**config.mk**
```make
export PLATFORM = sky130hd
export DESIGN_NAME = inst_fetch
export DESIGN_NICKNAME = d
export VERILOG_FILES = /design/src/rtl/inst_fetch.sv
export SDC_FILE = /design/constraint.sdc
export NUM_CORES = 1
export LEC_CHECK = 0
export CORE_ASPECT_RATIO = 0.5
export CORE_MARGIN = 2
export CORE_UTILIZATION = 64
export DETAILED_ROUTE_END_ITERATION = 8
export GPL_TIMING_DRIVEN = 1
export PLACE_DENSITY = 0.9
export SETUP_SLACK_MARGIN = 0.02
export SLEW_MARGIN = 30
export SYNTH_ARGS = -nofsm -noshare
export SYNTH_HDL_FRONTEND = slang
export SYNTH_SLANG_ARGS = --single-unit
export TNS_END_PERCENT = 1
```
**constraint.sdc**
```tcl
create_clock -name clk -period 5.37 [get_ports clk]
set_input_delay 0.8055 -clock clk [delete_from_list [all_inputs] [get_ports clk]]
set_output_delay 0.8055 -clock clk [all_outputs]
set_load 0.05 [all_outputs]
```
**src/rtl/inst_fetch.sv**
```systemverilog
// Instruction fetch stage: program store, PC, step-rate tick and valid/ready handshake.
// Optional single-step port enabled by defining FETCH_SINGLE_STEP_EN.
module inst_fetch #(
    parameter int ADDR_W   = 3,
    parameter int DATA_W   = 8,
    parameter int TICK_DIV = 10000000
) (
    input  logic              clk,
    input  logic              rst_n,
`ifdef FETCH_SINGLE_STEP_EN
    input  logic              step,
`endif
    input  logic              load_en,
    input  logic [ADDR_W-1:0] load_addr,
    input  logic [DATA_W-1:0] load_data,
    input  logic              run,
    input  logic              jump_en,
    input  logic [ADDR_W-1:0] jump_addr,
    output logic              inst_valid,
    input  logic              inst_ready,
    output logic [DATA_W-1:0] instruction,
    output logic [ADDR_W-1:0] pc
);
    localparam int DEPTH = 2 ** ADDR_W;
    localparam int CNT_W = (TICK_DIV > 2) ? $clog2(TICK_DIV) : 1;

    typedef enum logic [1:0] {IDLE, WAIT_TICK, FETCH, PRESENT} state_t;

    state_t            state_q;
    logic [ADDR_W-1:0] pc_q;
    logic [DATA_W-1:0] instr_q;
    logic              valid_q;
    logic [CNT_W-1:0]  tick_cnt_q;
    logic              jump_pend_q;
    logic [ADDR_W-1:0] jump_tgt_q;

    logic [DATA_W-1:0] mem [DEPTH];
    logic [DATA_W-1:0] rdata_q;

    logic              tick;
    logic              step_go;
    logic              fetch_go;
    logic              handshake;
    logic [ADDR_W-1:0] fetch_addr;

`ifdef FETCH_SINGLE_STEP_EN
    assign step_go = step & ~run;
`else
    assign step_go = 1'b0;
`endif

    assign tick       = (tick_cnt_q == CNT_W'(TICK_DIV - 1));
    assign handshake  = (state_q == PRESENT) & valid_q & inst_ready;
    // A jump arriving on the fetch cycle redirects the read so pc and instruction stay paired.
    assign fetch_addr = jump_en ? jump_addr : pc_q;
    assign fetch_go   = ((state_q == WAIT_TICK) & run & tick) |
                        ((state_q == IDLE) & step_go);

    // Program store: unreset, read-before-write on address collision
    always_ff @(posedge clk) begin
        if (load_en) begin
            mem[load_addr] <= load_data;
        end
        if (fetch_go) begin
            rdata_q <= mem[fetch_addr];
        end
    end

    always_ff @(posedge clk or negedge rst_n) begin
        if (!rst_n) begin
            state_q     <= IDLE;
            pc_q        <= '0;
            instr_q     <= '0;
            valid_q     <= 1'b0;
            tick_cnt_q  <= '0;
            jump_pend_q <= 1'b0;
            jump_tgt_q  <= '0;
        end else begin
            case (state_q)
                IDLE: begin
                    if (jump_en) begin
                        pc_q <= jump_addr;
                    end
                    if (step_go) begin
                        state_q <= FETCH;
                    end else if (run) begin
                        state_q    <= WAIT_TICK;
                        tick_cnt_q <= '0;
                    end
                end
                WAIT_TICK: begin
                    if (jump_en) begin
                        pc_q <= jump_addr;
                    end
                    if (!run) begin
                        state_q <= IDLE;
                    end else if (tick) begin
                        state_q    <= FETCH;
                        tick_cnt_q <= '0;
                    end else begin
                        tick_cnt_q <= tick_cnt_q + CNT_W'(1);
                    end
                end
                FETCH: begin
                    instr_q <= rdata_q;
                    valid_q <= 1'b1;
                    state_q <= PRESENT;
                    if (jump_en) begin
                        jump_pend_q <= 1'b1;
                        jump_tgt_q  <= jump_addr;
                    end
                end
                PRESENT: begin
                    if (handshake) begin
                        valid_q     <= 1'b0;
                        jump_pend_q <= 1'b0;
                        if (jump_en) begin
                            pc_q <= jump_addr;
                        end else if (jump_pend_q) begin
                            pc_q <= jump_tgt_q;
                        end else begin
                            pc_q <= pc_q + ADDR_W'(1);
                        end
                        if (run) begin
                            state_q    <= WAIT_TICK;
                            tick_cnt_q <= '0;
                        end else begin
                            state_q <= IDLE;
                        end
                    end else if (jump_en) begin
                        jump_pend_q <= 1'b1;
                        jump_tgt_q  <= jump_addr;
                    end
                end
                default: state_q <= IDLE;
            endcase
        end
    end

    assign inst_valid  = valid_q;
    assign instruction = instr_q;
    assign pc          = pc_q;

endmodule

```
After elaboration in Yosys (flattened, before gate mapping)
Memories as Yosys holds them, arrays and structs flattened. A register that Yosys moved wholly into a read port is not among the register bits.
Index checks and enable logic that the tools add are counted.
Storage, ports and cells
  bits in registers: 42
  latch bits: 0
  bits in writable memories: 64
  memory bits (read-only): 0
  bits of input ports: 20
  output and inout port bits: 12
  word-level logic and storage cells: 59
  memories kept: 1
Operators by class
  $add $sub $neg: 2
  multiply operators: 0
  divide/modulo/power cells: 0
  order comparisons: 0
  eq/ne operators: 9
  shift operators: 0
  multiplexer cells: 26
  bitwise logic cells: 4
  reduce and logical (&&, ||, !) cells: 10
Memory list
  mem: words 8, bits a word 8, read ports 1, clocked after Yosys merged registers in 1, write ports 1, line 37  | logic [DATA_W-1:0] mem [DEPTH];
Operators with widths (count)
  $mux 24: 4
  $pmux 24 s3: 1
  $add 24x1->24 const B: 1
  $eq 24x24->1 const B: 1
  $mux 3: 6
  $pmux 3 s2: 2
  $mux 2: 4
  $ne 2x2->1 const B: 4
  $pmux 2 s4: 1
  $mux 1: 6
  $reduce_and 2->1: 3
  $reduce_and 3->1: 2
  $and 1x1->1: 4
  $eq 2x2->1 const B: 2
  $pmux 1 s2: 2
  $reduce_bool 2->1: 2
  $add 3x1->3 const B: 1
  $ne 3x3->1 const B: 1
  $reduce_bool 3->1: 1
  $eq 2x1->1 const B: 1
  $logic_not 2->1: 1
  $reduce_or 2->1: 1

Longest topological paths before layout
Gate-level depths: netlist of run 1.
  word-level depth: 5
  gate-level depth with buffers: 8
  mapped depth without buffers: 6

Worst setup path after synthesis of run 1
OpenSTA, ideal clock, no wires.
  kind: input to register
  start point: in jump_en
  end point: reg rdata_q[0] (read register of mem) (data pin)
  library setup time: 274 ps
  arrival time: 1968 ps
  data required time: 5096 ps
  setup slack: 3128 ps
  cell stages on the path: 7
  buffers on the path: 2
  path through: buf_6 > nand2_1 > o21a_1 > buf_2 > mux4_1 > nor2_1 > a31oi_1
Between the ends
  word-level cells in the longest chain between the ends: 1
Ends and longest elaborated chain
  from (decl): line 17  | input logic jump_en,
  $mux 3
  to (decl): line 38  | logic [DATA_W-1:0] rdata_q;
Every way passes these cells.
A chain may end at the register's enable or synchronous reset.

Worst setup path after layout of run 1
Same ends and word-level chain as after synthesis.

==> results.md, run 1 <==
* Status: completed
* Initial Utilization at 65.9%
* Core Box Area at 8000 um^2
* Area grow syn2layout at 16.4%
* Clock Latency Late Sink at 410 ps
* Unrepaired setup endpoints after global routing: false
* Global-route wire length before repair at 19.0 mm
* Total global-route track usage at 29.0%
* Post-Synthesis Net Count at 451
* CP startpoint kind: input pin
* Worst Skew at 5.18 ps
* WL/cell at 20.7 um
* GPL Wtd Cong at 0.870
* CP Capture Type: flip-flop
* Overflow after GRT at 0
* Share of layout cells above drive strength 1 at 12.6%
* Mapped Area at 5270 um^2
* Final net count at 477
* Most frequent cells in the layout: edfxtp_1 (72), dfrtp_1 (42), o21ai_0 (41)
* Clock-pin slew on the worst setup and hold paths at 50 ps
* Setup Viol. Count Final at 0
* Commonest non-fill, non-tap cell in the layout: edfxtp_1
* TritonRoute pass-1 iters at 5
* Final Cycle Share at 56.1%
* Setup Buffers After CTS at 0
* Relative slew slack at 31.6%
* WP data required at 5490 ps
* Net switching power figure at 0.745 mW
* Via count at 3,824
* H-tree depth at 4
* Initial antenna violation count at 0
* Syn Area/Cell at 12.3 um^2
* Die ar. at 9020 um^2
* Yosys warning count at 0
* Slew @ Worst Pin at 1020 ps
* TNS Setup at 0 ps
* Max-cap violations at 0
* Hold Crit Class: input pin to async pin
* Unique masters post-synth at 54
* Post-Synthesis Cells at 429
* GRT Max-Usage Layer: met2
* Port-buffer cells at 31
* Initial DRC count at 430
* Ant diodes at 0
* Post-synth EDFFs at 72
* Internal at 1.78 mW
* Switch share at 29.5%
* Largest net degree at the start of global routing at 45
* Final Hold Slack at 377 ps
* # rows at 23
* Longest Clk Path Bufs at 2
* Max Fclk at 332 MHz
* Final antenna-violating net count at 0
* Arrival time worst endpoint at 3130 ps
* Die width at 132 um
* Seq pwr share at 43.3%
* Hold Vio Cnt, Final at 0
* Clock power frac at 38.9%
* Leakage power figure at 2.30 nW
* Setup CP Type: input pin to flip-flop
* Logic pwr share at 17.8%
* HPWL Detailed at 7.38 mm
* Main flop type after synthesis: edfxtp_1
* Yosys reg bits at 114
* Clock sinks at 114
* Resized cells post-CTS at 0
* # DRC at 0
* Pwr Density at 411 nW/um^2
* Post-synthesis sequential area ratio at 60.9%
* CTS root buf: clkbuf_16
* Flop2flop setup slack at 2770 ps
* TritonCTS clock tree: done
* Vias per std cell at 6.60
* TritonCTS Buffers at 17
* Fin crit period at 3010 ps
* Global routing usage on met2 at 47.5%
* Slew Limit Fails at 0
* Vias in the first global route at 3,503
* Fraction of registers with async set/reset at 36.8%
* Final wirelength at 12.0 mm
* Global-route track usage on met3 at 8.37%
* Max VDD drop at 0.323 mV
* M1 GR Usage at 37.5%
* Filler instances at 483
* IO Pins at 32
* Die Y at 68.2 um
* Crit Path Max Fanout at 44
* # hold bufs at CTS at 0
power by group through the flow:
stage,logic [mW],clock network (mW),registers [mW]
finish,0.450,0.981,1.09
global route,0.478,1.03,1.10
CTS,0.449,0.986,1.09
detailed placement,0.442,0,1.10
global placement,0.425,0,1.10
floorplan,0.183,0,1.21
cells by family (layout without fill, tap and decap cells):
kind of cell,count (synthesis),after routing,share of synthesized area (%)
xor+xnor,1,1,0.166
fa+ha+maj,2,2,0.475
compound gates,146,146,17.5
flops,114,114,60.9
mux,24,24,7.17
simple gates,100,100,10.0
buf+inv,42,80,3.75
Yosys cell counts, types with 2 or more instances:
master	n	area (um^2)
edfxtp_1	72	2160
dfrtp_1	42	1050
o21ai_0	41	205
a21oi_1	24	120
nand2_1	24	90.1
nor2_1	24	90.1
a31oi_1	21	131
inv_1	17	63.8
clkbuf_1	15	56.3
a21o_1	13	97.6
mux2_2	12	135
nand3_1	10	50.1
o211ai_1	10	75.1
a211oi_1	9	67.6
a22oi_1	8	60.1
and3_1	8	50.1
nor3_1	7	35.0
mux4_1	6	158
buf_2	5	25.0
nand2b_1	5	31.3
buf_6	4	45.0
mux2i_1	4	40.0
nand4_1	4	25.0
a22o_1	3	26.3
a21oi_2	2	17.5
a41oi_1	2	17.5
and4_1	2	17.5
ha_1	2	25.0
mux4_2	2	45.0
nor2b_1	2	12.5
nor4_1	2	12.5
o21a_1	2	15.0
o21ai_1	2	10.0
or2b_1	2	15.0
or3_1	2	12.5
final cells by class:
class / instances / area (um^2) / share of cell area, %
clock buffer: 17 / 425 / 6.93
clock inverter: 14 / 95.1 / 1.55
inverter: 17 / 63.8 / 1.04
multi-input combinational: 273 / 1880 / 30.7
sequential: 114 / 3210 / 52.4
tap: 112 / 140 / 2.28
timing repair buffer: 32 / 315 / 5.14
through the flow:
stage	setup slack [ps]	cell area [um^2]	std cells	utilization, %	total power, mW
6_report	2360	6130	579	76.7	2.52
5_1_grt	2310	6130	579	76.7	2.61
4_1_cts	2300	6130	579	76.6	2.53
3_5_place_dp	2020	5610	548	70.1	1.55
3_3_place_gp	2150	5590	548	69.9	1.53
2_1_floorplan	3130	5270	429	-	1.39
path summary, 6_finish.rpt:
check	startpoint	end	cells after the start
hold / removal	rst_n	tick_cnt_q[18]	1
setup reg to reg	pc[0]	rdata_q[0]	5
max in group asynchronous	rst_n	tick_cnt_q[3]	1
min in group clk	instruction[7]	instruction[7]	1
setup / recovery	jump_en	rdata_q[0]	6
hold reg to reg	instruction[7]	instruction[7]	1
worst max-delay path, cell delays in order:
cell             delay [ps]
clkdlybuf4s50_1         450
buf_4                   370
o21a_1                  610
mux4_1                  700
nor2_1                  120
a31oi_1                  60
state kept, by name, indices dropped and copies added, names as in the netlist, named ones only:
| signal | flops |
|---|---|
| inst_valid | 1 |
| instruction | 8 |
| jump_pend_q | 1 |
| jump_tgt_q | 3 |
| mem | 64 |
| pc | 3 |
| rdata_q | 8 |
| state_q | 1 |
| tick_cnt_q | 24 |
metal layers:
| layer | part of all wire, % | up-vias |
|---|---|---|
| li1 | - | 1713 |
| met1 | 42 | 1873 |
| met2 | 47 | 215 |
| met3 | 8.6 | 23 |
| met4 | 1.7 | 0 |
| met5 | 0 | - |
(Power assumes the default switching activity.)
==> inputs of run 2 (changes only) <==
- CORE_UTILIZATION: 64 -> 53
- PLACE_DENSITY: 0.9 -> 0.8
- clock period: 5.37 -> 2.55 ns (I/O delays scaled with it)
==> results.md, run 2 (synthesis results as in run 1) <==
* Status: completed
* Relative slew slack at 53.0% (+21 points)
* TNS Setup at 0 ps (unchanged)
* Initial Utilization at 55.3% (-11 points)
* Clock sinks at 114 (unchanged)
* Crit Path Max Fanout at 12 (-73%)
* IO Pins at 32 (unchanged)
* Worst Skew at 6.81 ps (+1.63 ps)
* # rows at 25 (+8.7%)
* WP data required at 2170 ps (-3320 ps)
* GPL Wtd Cong at 0.839 (-3.6%)
* Fin crit period at 2280 ps
* Ant diodes at 0 (unchanged)
* Setup CP Type: flip-flop to output port
* Port-buffer cells at 31 (unchanged)
* H-tree depth at 4 (unchanged)
* Die Y at 74.5 um (+9.3%)
* Final antenna-violating net count at 0 (unchanged)
* Biggest cell delay along the critical path at 890 ps (+190 ps)
* Die ar. at 10,800 um^2 (+20%)
* Final wirelength at 11.6 mm (-3.4%)
* # hold bufs at CTS at 0 (unchanged)
* # DRC at 0 (unchanged)
* Final Hold Slack at 508 ps (+131 ps)
* Total global-route track usage at 23.0% (-6.0 points)
* Via count at 3,756 (-1.8%)
* Slew @ Worst Pin at 699 ps (-317 ps)
* Final Cycle Share at 89.5%
* Crit path buffers/inverters at 1 (-1)
* TritonCTS clock tree: done
* CTS root buf: clkbuf_16
* Slowest CP cell: clkdlybuf4s50_1
* Commonest non-fill, non-tap cell in the layout: edfxtp_1
* Initial antenna violation count at 0 (unchanged)
* Vias per std cell at 6.01 (-9.0%)
* Longest Clk Path Bufs at 2 (unchanged)
* HPWL Detailed at 7.49 mm (+1.6%)
* Initial DRC count at 320 (-26%)
* Clock Latency Late Sink at 410 ps (about the same)
* Setup Viol. Count Final at 0 (unchanged)
* Global-route wire length before repair at 18.9 mm (-0.69%)
* TritonRoute pass-1 iters at 5 (unchanged)
* Design Area, Final at 6360 um^2 (+3.8%)
* Final net count at 499 (+4.6%)
* Worst path cell trace: clkdlybuf4s50_1
* TritonCTS Buffers at 17 (unchanged)
* Unrepaired setup endpoints after global routing: false
* Largest register by flop count: mem
* Max VDD drop at 0.377 mV (+17%)
* Die width at 145 um (+9.6%)
* Largest net degree at the start of global routing at 43 (-4.4%)
* Setup Buffers After CTS at 0 (unchanged)
* Most frequent cells in the layout: edfxtp_1 (72), dfrtp_1 (42), o21ai_0 (41)
* Hold Vio Cnt, Final at 0 (unchanged)
* Hold Crit Class: flip-flop to flip-flop
* Resized cells post-CTS at 0 (unchanged)
* Slew Limit Fails at 0 (unchanged)
* Arrival time worst endpoint at 1900 ps (-1230 ps)
* Leakage power figure at 2.44 nW (+5.9%)
* Post-DP Area at 5780 um^2 (+3.1%)
* Max Fclk at 438 MHz
* Max reg flops at 64 (unchanged)
* WL/cell at 18.5 um (-10%)
* CP Capture Type: output port
* Top Registers: mem x64, tick_cnt_q x24
* Pwr Density at 867 nW/um^2 (+110%)
* Clock-pin slew on the worst setup and hold paths at 60 ps (about the same)
* CP startpoint kind: flip-flop
* Area grow syn2layout at 20.7%
* Core Box Area at 9540 um^2 (+19%)
* Share of layout cells above drive strength 1 at 15.7% (+3.1 points)
* Overflow after GRT at 0 (unchanged)
* Vias in the first global route at 3,644 (+4.0%)
* Cell family with most CP delay: buffers and inverters
* Max-cap violations at 0 (unchanged)
[run 2: cell types whose count changed in the layout (fill, tap and decap cells not counted), sizes merged]
cell and change:
buf +21, clkinvlp -1, dlygate4sd3 +1, clkinv -6, inv +7, bufinv +1
[run 2: report_power, final]
| group | internal (mW) | leakage, nW | switching (mW) |
|---|---|---|---|
| logic | 0.393 | 0.959 | 0.578 |
| clock network | 1.37 | 0.278 | 0.904 |
| registers | 2.15 | 1.20 | 0.130 |
| total | 3.91 | 2.44 | 1.61 |
[run 2: per-layer routing]
layer  vias to the layer above  GRT usage [%]  wire [um]
li1                       1755              -          -
met1                      1844           30.2       5040
met2                       143           37.5       5490
met3                        14           7.18        884
met4                         0           7.95        153
met5                         -              0          0
[run 2: worst paths after layout]
check                              startpoint              to  slack (ps)  cells after the start
worst min register to register     rdata_q[5]  instruction[5]         510                      1
max in group asynchronous               rst_n  instruction[6]        1650                      2
worst min-delay path               rdata_q[5]  instruction[5]         510                      1
worst max register to register  tick_cnt_q[0]  tick_cnt_q[16]         440                      6
min in group asynchronous               rst_n  tick_cnt_q[18]         520                      2
worst max-delay path                    pc[1]           pc[1]         270                      1
[run 2: area by class of cell]
type | count | area [um^2]
Clock buffer | 17 | 425
Clock inverter | 15 | 149
Fill cell | 676 | 3180
Inverter | 17 | 63.8
Multi-Input combinational cell | 273 | 1860
Sequential cell | 114 | 3210
Tap cell | 135 | 169
Timing Repair Buffer | 54 | 483
[run 2: metrics by stage]
step                instances  setup slack, ps  power [mW]  utilization, %
floorplan                 429              466        2.93               -
CTS                       624              256        5.55            66.6
global placement          592              326        3.24            60.6
global route              625              199        5.75            66.7
finish                    625              267        5.52            66.7
detailed placement        592              264        3.27            60.6
